===== src/rtl/alu_pipe_if.sv =====
// Operation/result handshake bundle for alu_pipe.
// master drives operations and accepts results; slave is the ALU itself.
interface alu_pipe_if #(
   parameter int WIDTH = 8
);
   logic             in_valid;
   logic             in_ready;
   logic [WIDTH-1:0] opA;
   logic [WIDTH-1:0] opB;
   logic [3:0]       opS;
   logic             out_valid;
   logic             out_ready;
   logic [WIDTH-1:0] Result;
   logic [4:0]       flags;

   modport master (
      output in_valid, opA, opB, opS, out_ready,
      input  in_ready, out_valid, Result, flags
   );

   modport slave (
      input  in_valid, opA, opB, opS, out_ready,
      output in_ready, out_valid, Result, flags
   );
endinterface


===== src/rtl/alu_pipe.sv =====
// Two-stage valid/ready ALU pipeline; flags are {E, V, N, Z, C}.
// Define ALU_PIPE_SAT_EN to make ADD saturate high and SUB clamp at zero.
module alu_pipe #(
   parameter int WIDTH = 8
) (
   input logic     clk,
   input logic     rst_n,
   alu_pipe_if.slave bus
);
   localparam int SH_W = $clog2(WIDTH);

   logic                    vld_p1;
   logic signed [WIDTH-1:0] opA_p1;
   logic signed [WIDTH-1:0] opB_p1;
   logic [3:0]              opS_p1;
   logic                    vld_p2;
   logic [WIDTH-1:0]        result_p2;
   logic [4:0]              flags_p2;
   logic                    adv1;
   logic                    adv2;

   function automatic logic [WIDTH-1:0] satAdd(input logic [WIDTH:0] sumX);
`ifdef ALU_PIPE_SAT_EN
      return sumX[WIDTH] ? '1 : sumX[WIDTH-1:0];
`else
      return sumX[WIDTH-1:0];
`endif
   endfunction

   function automatic logic [WIDTH-1:0] satSub(input logic [WIDTH:0] diffX);
`ifdef ALU_PIPE_SAT_EN
      return diffX[WIDTH] ? '0 : diffX[WIDTH-1:0];
`else
      return diffX[WIDTH-1:0];
`endif
   endfunction

   // Returns {E, V, N, Z, C, Result}; C and V always describe the unsaturated op.
   function automatic logic [WIDTH+4:0] aluEval(input logic signed [WIDTH-1:0] a,
                                                input logic signed [WIDTH-1:0] b,
                                                input logic [3:0]              op);
      logic [WIDTH:0]       sumX;
      logic [WIDTH:0]       diffX;
      logic [2*WIDTH-1:0]   dbl;
      logic [WIDTH-1:0]     res;
      logic                 e;
      logic                 v;
      logic                 c;
      sumX  = {1'b0, a} + {1'b0, b};
      diffX = {1'b0, a} - {1'b0, b};
      dbl   = '0;
      res   = '0;
      e     = 1'b0;
      v     = 1'b0;
      c     = 1'b0;
      case (op)
         4'd0:  res = '0;
         4'd1: begin
            res = satAdd(sumX);
            c   = sumX[WIDTH];
            v   = (a[WIDTH-1] == b[WIDTH-1]) && (sumX[WIDTH-1] != a[WIDTH-1]);
         end
         4'd2: begin
            res = satSub(diffX);
            c   = diffX[WIDTH];
            v   = (a[WIDTH-1] != b[WIDTH-1]) && (diffX[WIDTH-1] != a[WIDTH-1]);
         end
         4'd3:  res = a & b;
         4'd4:  res = a | b;
         4'd5:  res = a ^ b;
         4'd6:  res = ~a;
         4'd7: begin
            res = {a[WIDTH-2:0], 1'b0};
            c   = a[WIDTH-1];
         end
         4'd8: begin
            res = {1'b0, a[WIDTH-1:1]};
            c   = a[0];
         end
         4'd9: begin
            dbl = {a, a} << b[SH_W-1:0];
            res = dbl[2*WIDTH-1:WIDTH];
         end
         4'd10: begin
            dbl = {a, a} >> b[SH_W-1:0];
            res = dbl[WIDTH-1:0];
         end
         4'd11: begin
            res = a >>> 1;
            c   = a[0];
         end
         default: e = 1'b1;
      endcase
      return {e, v, res[WIDTH-1], (res == '0), c, res};
   endfunction

   assign adv2          = !vld_p2 || bus.out_ready;
   assign adv1          = !vld_p1 || adv2;
   assign bus.in_ready  = adv1;
   assign bus.out_valid = vld_p2;
   assign bus.Result    = result_p2;
   assign bus.flags     = flags_p2;

   // Stage 1: operand/opcode capture
   always_ff @(posedge clk) begin
      if (!rst_n) begin
         vld_p1 <= 1'b0;
      end else if (adv1) begin
         vld_p1 <= bus.in_valid;
      end
   end

   always_ff @(posedge clk) begin
      if (adv1 && bus.in_valid) begin
         opA_p1 <= bus.opA;
         opB_p1 <= bus.opB;
         opS_p1 <= bus.opS;
      end
   end

   // Stage 2: result and flags
   always_ff @(posedge clk) begin
      if (!rst_n) begin
         vld_p2    <= 1'b0;
         result_p2 <= '0;
         flags_p2  <= '0;
      end else if (adv2) begin
         vld_p2 <= vld_p1;
         if (vld_p1) begin
            {flags_p2, result_p2} <= aluEval(opA_p1, opB_p1, opS_p1);
         end
      end
   end
endmodule


===== src/flat_wrapper.sv =====
// flat-port wrapper written by rule: the top's interface ports become plain ports
module alu_pipe_flat 
#(
   parameter int WIDTH = 8
)
  (clk, rst_n, bus_in_valid, bus_opA, bus_opB, bus_opS, bus_out_ready, bus_in_ready, bus_out_valid, bus_Result, bus_flags);
  alu_pipe_if #(.WIDTH(WIDTH)) bus_i ();
  input logic clk;
  input logic rst_n;
  input wire logic [$bits(bus_i.in_valid)-1:0] bus_in_valid;
  input wire logic [$bits(bus_i.opA)-1:0] bus_opA;
  input wire logic [$bits(bus_i.opB)-1:0] bus_opB;
  input wire logic [$bits(bus_i.opS)-1:0] bus_opS;
  input wire logic [$bits(bus_i.out_ready)-1:0] bus_out_ready;
  output wire logic [$bits(bus_i.in_ready)-1:0] bus_in_ready;
  output wire logic [$bits(bus_i.out_valid)-1:0] bus_out_valid;
  output wire logic [$bits(bus_i.Result)-1:0] bus_Result;
  output wire logic [$bits(bus_i.flags)-1:0] bus_flags;
  assign bus_i.in_valid = bus_in_valid;
  assign bus_i.opA = bus_opA;
  assign bus_i.opB = bus_opB;
  assign bus_i.opS = bus_opS;
  assign bus_i.out_ready = bus_out_ready;
  assign bus_in_ready = bus_i.in_ready;
  assign bus_out_valid = bus_i.out_valid;
  assign bus_Result = bus_i.Result;
  assign bus_flags = bus_i.flags;
  alu_pipe #(.WIDTH(WIDTH)) u_core (.clk(clk), .rst_n(rst_n), .bus(bus_i));
endmodule

===== config.mk =====
export PLATFORM = sky130hd
export DESIGN_NAME = alu_pipe_flat
export DESIGN_NICKNAME = d
export VERILOG_FILES = /design/src/rtl/alu_pipe_if.sv /design/src/rtl/alu_pipe.sv /design/src/flat_wrapper.sv
export SDC_FILE = /design/constraint.sdc
export NUM_CORES = 1
export LEC_CHECK = 0
export BUFFER_PORTS_ARGS = -buffer_cell sky130_fd_sc_hd__buf_2
export CAP_MARGIN = 20
export CORE_MARGIN = 2
export CORE_UTILIZATION = 60
export CTS_BUF_LIST = sky130_fd_sc_hd__clkbuf_4 sky130_fd_sc_hd__clkbuf_8
export CTS_CLUSTER_DIAMETER = 120
export DETAILED_ROUTE_END_ITERATION = 16
export PLACE_DENSITY = 0.83
export SLEW_MARGIN = 20
export SYNTH_ARGS = -nofsm -noshare
export SYNTH_HDL_FRONTEND = slang
export SYNTH_SLANG_ARGS = --single-unit

===== constraint.sdc =====
create_clock -name clk -period 3.5 [get_ports clk]
set_clock_uncertainty 0.15 [all_clocks]
set_input_delay 0.7 -clock clk [delete_from_list [all_inputs] [get_ports clk]]
set_output_delay 0.7 -clock clk [all_outputs]
set_load 0.02 [all_outputs]

### Word level (Yosys, flattened, before mapping)

Index checks and enable logic that the tools add are counted.
Widths: inputs -> output; s select.

| storage, ports and cells | value |
|---|---|
| bits in registers | 35 |
| output and inout bits | 15 |
| logic and storage cells | 49 |

| cells by class | value |
|---|---|
| reduce and logical (&&, ||, !) cells | 12 |
| shift-type cells | 2 |
| multiplexer cells | 7 |
| add/sub/neg operators | 2 |
| equality and inequality tests | 15 |
| bitwise logic cells | 4 |

Operators by type and width:

| cell | count |
|---|---|
| $pmux 8 s11 | 1 |
| $mux 8 | 3 |
| $eq 4x3->1 const B | 4 |
| $eq 4x4->1 const B | 4 |
| $shl 16x3->16 | 1 |
| $shr 16x3->8 | 1 |
| $reduce_or 12->1 | 1 |
| $add 8x8->9 | 1 |
| $sub 8x8->9 | 1 |
| $and 8x8->8 | 1 |
| $eq 4x2->1 const B | 2 |
| $logic_not 8->1 | 1 |
| $not 8->8 | 1 |
| $or 8x8->8 | 1 |
| $xor 8x8->8 | 1 |
| $eq 4x1->1 const B | 1 |
| $logic_not 4->1 | 1 |
| $pmux 1 s4 | 1 |
| $logic_and 1x1->1 | 3 |
| $ne 1x1->1 | 3 |
| $logic_not 1->1 | 2 |
| $logic_or 1x1->1 | 2 |
| $pmux 1 s2 | 1 |
| $reduce_and 2->1 | 1 |
| other kinds (3) | 3 |

### Depth between registers and ports, before layout

Gate-level depths: netlist of run 1.

| logic depth | value |
|---|---|
| depth after elaboration | 6 |
| depth in mapped cells | 11 |
| mapped depth without buffers | 9 |

### Worst setup path before layout of run 1

OpenSTA, ideal clock, no wires.

| timing | value |
|---|---|
| kind | register to register |
| start | register u_core.opB_p1[0] |
| end | register u_core.flags_p2[1], in the netlist u_core.bus.flags[1] |
| cell stages (with the launch flop) | 10 |
| slack | 0.525 ns |
| data required time | 3.290 ns |
| arrival | 2.765 ns |
| cells stage by stage | edfxtp_1 -> ha_1 -> fa_1 -> nor2b_2 -> mux4_2 -> a221o_1 -> nor4_2 -> and4_1 -> and3_1 -> a41o_1 |

| between the ends | value |
|---|---|
| longest elaborated chain between the ends | 6 |
| elaborated cells on any way between the ends | 12 |
| those cells by class | add/sub: 2; shift: 2; mux: 4; bitwise: 3; reduce/logical: 1 |

Ends and longest elaborated chain:

| item | RTL line | RTL |
|---|---|---|
| from (decl) | alu_pipe.sv:14 | `logic signed [WIDTH-1:0] opB_p1;` |
| from (signal assigned) | alu_pipe.sv:116 | `opB_p1 <= bus.opB;` |
| $sub 8x8->9 (tied with other cells) | alu_pipe.sv:50 | `diffX = {1'b0, a} - {1'b0, b};` |
| $pmux 8 s11 (*) | alu_pipe.sv:56 | `case (op)` |
| $mux 8 (*) | alu_pipe.sv:129 | `if (vld_p1) begin` |
| $mux 8 (*) | alu_pipe.sv:127 | `end else if (adv2) begin` |
| $mux 8 (*) | alu_pipe.sv:123 | `if (!rst_n) begin` |
| $logic_not 8->1 (*) | alu_pipe.sv:94 | `return {e, v, res[WIDTH-1], (res == '0), c, res};` |
| to (signal assigned) | alu_pipe.sv:130 | `{flags_p2, result_p2} <= aluEval(opA_p1, opB_p1, opS_p1);` |
| to (decl) | alu_pipe.sv:18 | `logic [4:0] flags_p2;` |

Mark *: on every way between the ends. The rest lies on a longest branch, timed or not. The select of a mux whose other input is x is not followed.
A chain may end at the register's enable or synchronous reset.

### Final worst setup path of run 1

| timing | value |
|---|---|
| start | register u_core.opA_p1[0] |
| end | register u_core.flags_p2[1], in the netlist u_core.bus.flags[1] |

| between the ends | value |
|---|---|
| longest elaborated chain between the ends | 6 |
| elaborated cells on any way between the ends | 13 |
| those cells by class | add/sub: 2; shift: 2; mux: 4; bitwise: 4; reduce/logical: 1 |

Ends and longest elaborated chain:

| item | RTL line | RTL |
|---|---|---|
| from (decl) | alu_pipe.sv:13 | `logic signed [WIDTH-1:0] opA_p1;` |
| from (signal assigned) | alu_pipe.sv:115 | `opA_p1 <= bus.opA;` |
| $sub 8x8->9 (tied with other cells) | alu_pipe.sv:50 |  |
| $pmux 8 s11 (*) | alu_pipe.sv:56 |  |
| $mux 8 (*) | alu_pipe.sv:129 |  |
| $mux 8 (*) | alu_pipe.sv:127 |  |
| $mux 8 (*) | alu_pipe.sv:123 |  |
| $logic_not 8->1 (*) | alu_pipe.sv:94 |  |

Marks and branches as above.

==> reports/metrics.cfg, run 1 <==
[sta]
slew_violations = 0
setup_viol = 0
fin_crit_ns = 3.26
hold_viol = 0
period_share_pct = 93.0
worst_pin_slew_ns = 0.934
setup_ws_ns = 0.244
rsz0062_at_grt = false
finalSetupTns_ns = 0
maxSlewHeadroom_pct = 37.7
fmax_ghz = 0.307

[worst_setup_path]
cp.required_ns = 3.58
critPathLaunchType = register
end_kind = register
crit_type = register to register
cp_max_fo = 11
cp.arrival_ns = 3.34
rrSetupSlack_ns = 0.24

[cts]
clk_pin_slew_worst_paths_ns = 0.06
cts_tree = built
clk_latency_ns = 0.29
htree_levels = 2
ctsResizeCount = 0
cts_hold_buf = 0
post-cts-setup-buffers = 0
numCtsBuffers = 5
clock_sinks = 34
cts_root_buf = clkbuf_8
clockBufferDepth = 2

[floorplanning]
rows = 27
boundaryPins = 39
die_y_um = 78.5
initial_core_util_pct = 61.1
coreArea_sq_um = 5440
die_area_sq_um = 6150
die-width_um = 78.5

[route]
wirelength_um = 8520
num_vias = 2990
via_per_inst = 6.69
firstDrtPassIters = 6
drcViolationCount = 0
antenna_left = 0
drt_first_iter_violations = 395
wl_per_cell_um = 19.1

[global_route]
grt_max_degree = 22
grt_pass1_vias = 2831
grtUsageTotal_pct = 29.1
overflow = 0
grt_pass1_wl_um = 13800
antenna_found_initial = 0

[synth]
netlist.area_leader.share_pct = 18.1
synth_area_leaders = edfxtp_1, mux4_2, ha_1, dfxtp_1, mux2i_1
syn_nets = 396
ys_seq_area_share_pct = 26.5
synth-seq-cells = 34
synth-edff-count = 20
yosysWarnings = 0
synthesis.area_sq_um = 3330
synth_cells = 346
yosysUniqueCellTypes = 71
avgSynthCellArea_sq_um = 9.61
synthArstFlopShare_pct = 0
yosysTopAreaCell = edfxtp_1
synthFlopType = edfxtp_1

[power_and_ir_drop]
power_switching_uw = 378
p_int_uw = 753
clkPwrFrac_pct = 24.9
p_sw_share_pct = 33.4
p_leak_uw = 0.00149
powerDensity_nw_per_um2 = 313
vdd.ir_drop.worst_uv = 269
pwr-share-comb_pct = 32.2
seqPwrFrac_pct = 42.8
totalPowerFinal_uw = 1130

[finish]
multi_input_area_sq_um = 2180
areaGrowthSynthToFinish_pct = 8.58
fin_util_pct = 66.4
num_antenna_cells = 0
regArea_sq_um = 881
nNetsFinal = 424
final_cell_area_sq_um = 3610
drive_gt1_share_pct = 25.6
nFillCells = 427

[placement]
postPlaceCellArea_sq_um = 3530
pre_cts_ws_ns = 0.296
port_buffers = 38
dp_hpwl_um = 6430
gp_congestion = 1.02

[flow_run]
drv_cap = 0

[min_path]
hold_path_class = register to register

[outcome]
outcome = finished clean

per-layer routing:
layer / global-route usage, % / routed length (um) / vias up
met2: 48.4 / 4050 / 184
met4: 11.4 / 318 / 0
met5: 0 / 0 / -
met3: 7.82 / 827 / 28
met1: 36.1 / 3320 / 1413
li1: - / - / 1365
worst paths after layout:
path                            start             endpoint  cells after the start
hold / removal    u_core.bus.flags[4]  u_core.bus.flags[4]                      2
setup reg to reg     u_core.opA_p1[0]  u_core.bus.flags[1]                     10
setup / recovery     u_core.opA_p1[0]  u_core.bus.flags[1]                     10
hold reg to reg   u_core.bus.flags[4]  u_core.bus.flags[4]                      2
cell usage in the layout, fill, tap and decap left out, drive strengths merged, types with 3 or more instances in the layout:
| cell | instances |
|---|---|
| xnor2 | 4 |
| inv | 23 |
| and3 | 3 |
| o21bai | 4 |
| clkbuf | 6 |
| nand2 | 20 |
| buf | 51 |
| nor3 | 8 |
| a22oi | 6 |
| clkinv | 3 |
| a211oi | 10 |
| nor2 | 23 |
| a221oi | 3 |
| nor2b | 9 |
| o211ai | 6 |
| a31oi | 3 |
| dfxtp | 14 |
| a21oi | 17 |
| o21ai | 14 |
| nand3 | 7 |
| mux2 | 8 |
| o31ai | 3 |
| o22ai | 3 |
| edfxtp | 20 |
| nand2b | 7 |
| ha | 24 |
| nor4 | 4 |
| mux4 | 14 |
| mux2i | 11 |
power by group through the flow:
stage,sequential [uW],clock [uW],combinational [uW]
final,484,282,364
after global routing,487,306,394
after detailed placement,492,0,355
after CTS,483,288,357
after floorplan,483,0,273
after global placement,490,0,347
cells in the mapped netlist (all sizes together), types with 3 or more instances:
cell type  number
ha             24
inv            23
nor2           23
edfxtp         20
nand2          20
buf            19
a21oi          17
dfxtp          14
mux4           14
o21ai          14
clkbuf         11
mux2i          11
a211oi         10
nor2b           9
mux2            8
nor3            8
nand2b          7
nand3           7
a22oi           6
o211ai          6
nor4            4
o21bai          4
xnor2           4
a221oi          3
a31oi           3
and3            3
o22ai           3
o31ai           3
sequential cells by signal, summed over array words and instances, names as in the netlist:
signal                cells
u_core.opA_p1             8
u_core.opB_p1             8
u_core.bus.Result         7
u_core.bus.flags          5
u_core.opS_p1             4
u_core.bus.out_valid      1
u_core.vld_p1             1
layout make-up:
| class | count | area share [%] |
|---|---|---|
| Clock buffer | 6 | 2.11 |
| Clock inverter | 2 | 0.243 |
| Inverter | 24 | 2.49 |
| Multi-Input combinational cell | 258 | 60.3 |
| Sequential cell | 34 | 24.4 |
| Tap cell | 72 | 2.49 |
| Timing Repair Buffer | 51 | 7.97 |
logic make-up after synthesis:
logic type                 share of synthesized area, %
and+or+nand+nor                                    17.7
AOI/OAI and AO/OA                                  21.0
buffers and inverters                              8.05
DFF                                                26.5
muxes                                              15.5
adders and majority gates                          10.2
xor gates and xnor gates                           1.05
critical path, stage by stage, from the launching register on:
cell,delay [ns]
edfxtp_1,0.35
buf_4,0.18
inv_1,0.09
ha_1,0.23
fa_1,0.48
o311a_1,0.39
o31ai_2,0.29
o22a_1,0.20
nor2_1,0.04
a2111oi_0,0.56
a41o_1,0.25
stage by stage:
| step | hold WS [ns] | cells |
|---|---|---|
| 4_1_cts | 0.302 | 447 |
| 3_3_place_gp | 0.287 | 439 |
| 3_5_place_dp | 0.295 | 439 |
| 5_1_grt | 0.343 | 447 |
| 6_report | 0.299 | 447 |
| 2_1_floorplan | 0.341 | 346 |
Power figures use the tool's default switching activity.
==> run 2: changes to the inputs <==
- BUFFER_PORTS_ARGS: -buffer_cell sky130_fd_sc_hd__buf_2 -> default
- DONT_BUFFER_PORTS: default -> 1
- PLACE_DENSITY: 0.83 -> 0.77
==> run 2 against run 1 <==
Clock power grew 13%. Critical path depth decreased by 1. Cell count shrank 8.1%. Combinational power shrank 9.9%. Critical endpoint unchanged. Sequential cell count stayed put. Hold slack gained 0.034 ns. Fmax is 0.42% higher.
==> reports/metrics.cfg, run 2 (synthesis results as in run 1) <==
[route]
wirelength_um = 8270  ; -2.9%
antenna_left = 0  ; unchanged
wl_per_cell_um = 20.1  ; +5.6%
drt_first_iter_violations = 341  ; -14%
num_vias = 2850  ; -4.7%
firstDrtPassIters = 6  ; unchanged
drcViolationCount = 0  ; unchanged
via_per_inst = 6.93  ; +3.7%

[sta]
rsz0062_at_grt = false
worst_pin_slew_ns = 0.847  ; -0.0872 ns
hold_viol = 0  ; unchanged
fmax_ghz = 0.308  ; +0.42%
maxSlewHeadroom_pct = 43.5  ; +5.8 points
setup_ws_ns = 0.257  ; +0.0137 ns
period_share_pct = 92.7  ; -0.39 points
slew_violations = 0  ; unchanged
fin_hold_ws_ns = 0.333  ; +0.0339 ns
fin_crit_ns = 3.24  ; -0.0137 ns
finalSetupTns_ns = 0  ; unchanged
setup_viol = 0  ; unchanged

[worst_setup_path]
end_kind = register
cp.arrival_ns = 3.34  ; about the same
crit_type = register to register
cp.required_ns = 3.59  ; about the same
cp_max_fo = 3  ; -8
critPathLaunchType = register

[floorplanning]
boundaryPins = 39  ; unchanged
die_area_sq_um = 6150  ; unchanged
coreArea_sq_um = 5440  ; unchanged
die-width_um = 78.5  ; unchanged
rows = 27  ; unchanged
die_y_um = 78.5  ; unchanged
initial_core_util_pct = 61.1  ; unchanged

[power_and_ir_drop]
vdd.ir_drop.worst_uv = 192  ; -29%
p_leak_uw = 0.00135  ; -10%
powerDensity_nw_per_um2 = 332  ; +6.0%
totalPowerFinal_uw = 1140  ; +1.1%

[finish]
areaGrowthSynthToFinish_pct = 3.61
final_common_cell = ha_1
layout_common_cells = ha_1, nor2_1, inv_1
drive_gt1_share_pct = 18.0  ; -7.6 points
nNetsFinal = 388  ; -8.5%
final_cell_area_sq_um = 3450  ; -4.6%
num_antenna_cells = 0  ; unchanged

[placement]
pre_cts_ws_ns = 0.282  ; -0.0134 ns
port_buffers = 0  ; -100%
postPlaceCellArea_sq_um = 3350  ; -5.0%
gp_congestion = 1.03  ; +1.1%
dp_hpwl_um = 6240  ; -2.9%

[global_route]
grt_max_degree = 23  ; +4.5%
grt_pass1_wl_um = 13300  ; -3.7%
grt_pass1_vias = 2639  ; -6.8%
overflow = 0  ; unchanged
grtUsageTotal_pct = 28.0  ; -1.1 points
antenna_found_initial = 0  ; unchanged

[cts]
clock_sinks = 34  ; unchanged
numCtsBuffers = 5  ; unchanged
ctsResizeCount = 0  ; unchanged
clk_latency_ns = 0.31  ; +0.02 ns
cts_hold_buf = 0  ; unchanged
post-cts-setup-buffers = 0  ; unchanged
clk_pin_slew_worst_paths_ns = 0.09  ; +0.03 ns
cts_tree = built
clockBufferDepth = 2  ; unchanged
htree_levels = 2  ; unchanged
cts_root_buf = clkbuf_8

[flow_run]
drv_cap = 0  ; unchanged

[min_path]
hold_path_class = input pin to register

[outcome]
outcome = finished clean

## run 2: worst paths after layout
kind / depth (start not counted) / to / from / slack (ns)
max: 9 / u_core.bus.flags[1] / u_core.opB_p1[0] / 0.26
min: 0 / u_core.opA_p1[6] / bus_opA[6] / 0.33
max reg2reg: 9 / u_core.bus.flags[1] / u_core.opB_p1[0] / 0.26
min reg2reg: 2 / u_core.bus.out_valid / u_core.vld_p1 / 0.37
## run 2: cell type report
class | count | area [sq um]
flip-flops and latches | 34 | 881
fillers | 468 | 1990
multi-input cells | 258 | 2180
clock inverters | 2 | 11.3
well taps | 72 | 90.1
clock buffers | 6 | 82.6
repair buffers | 15 | 113
inverters | 24 | 90.1
## run 2: critical path: stages (launching register included)
cell and delay, ns:
edfxtp_1 0.44, ha_1 0.27, fa_1 0.48, nor2b_2 0.17, mux4_2 0.46, a221o_1 0.34, nor4_2 0.33, and4_1 0.23
and3_1 0.16, a41o_1 0.15
## run 2: layer usage
layer | vias to the layer above | track usage [%] | part of all wire, %
met5 | - | 0 | 0
met2 | 215 | 44.7 | 47
met1 | 1310 | 36.2 | 39
li1 | 1293 | - | -
met3 | 32 | 6.67 | 10
met4 | 0 | 12.3 | 3.8
## run 2: power by group
part	internal [uW]	leakage [uW]	switching [uW]
combinational	145	0.000983	183
clock	159	0.0000515	159
sequential	450	0.000310	46.9
## run 2: stage by stage
step / instances / utilization [%]
floorplan: 346 / -
global placement: 403 / 61.6
detailed placement: 403 / 61.6
CTS: 411 / 63.3
global route: 411 / 63.4
finish: 411 / 63.4
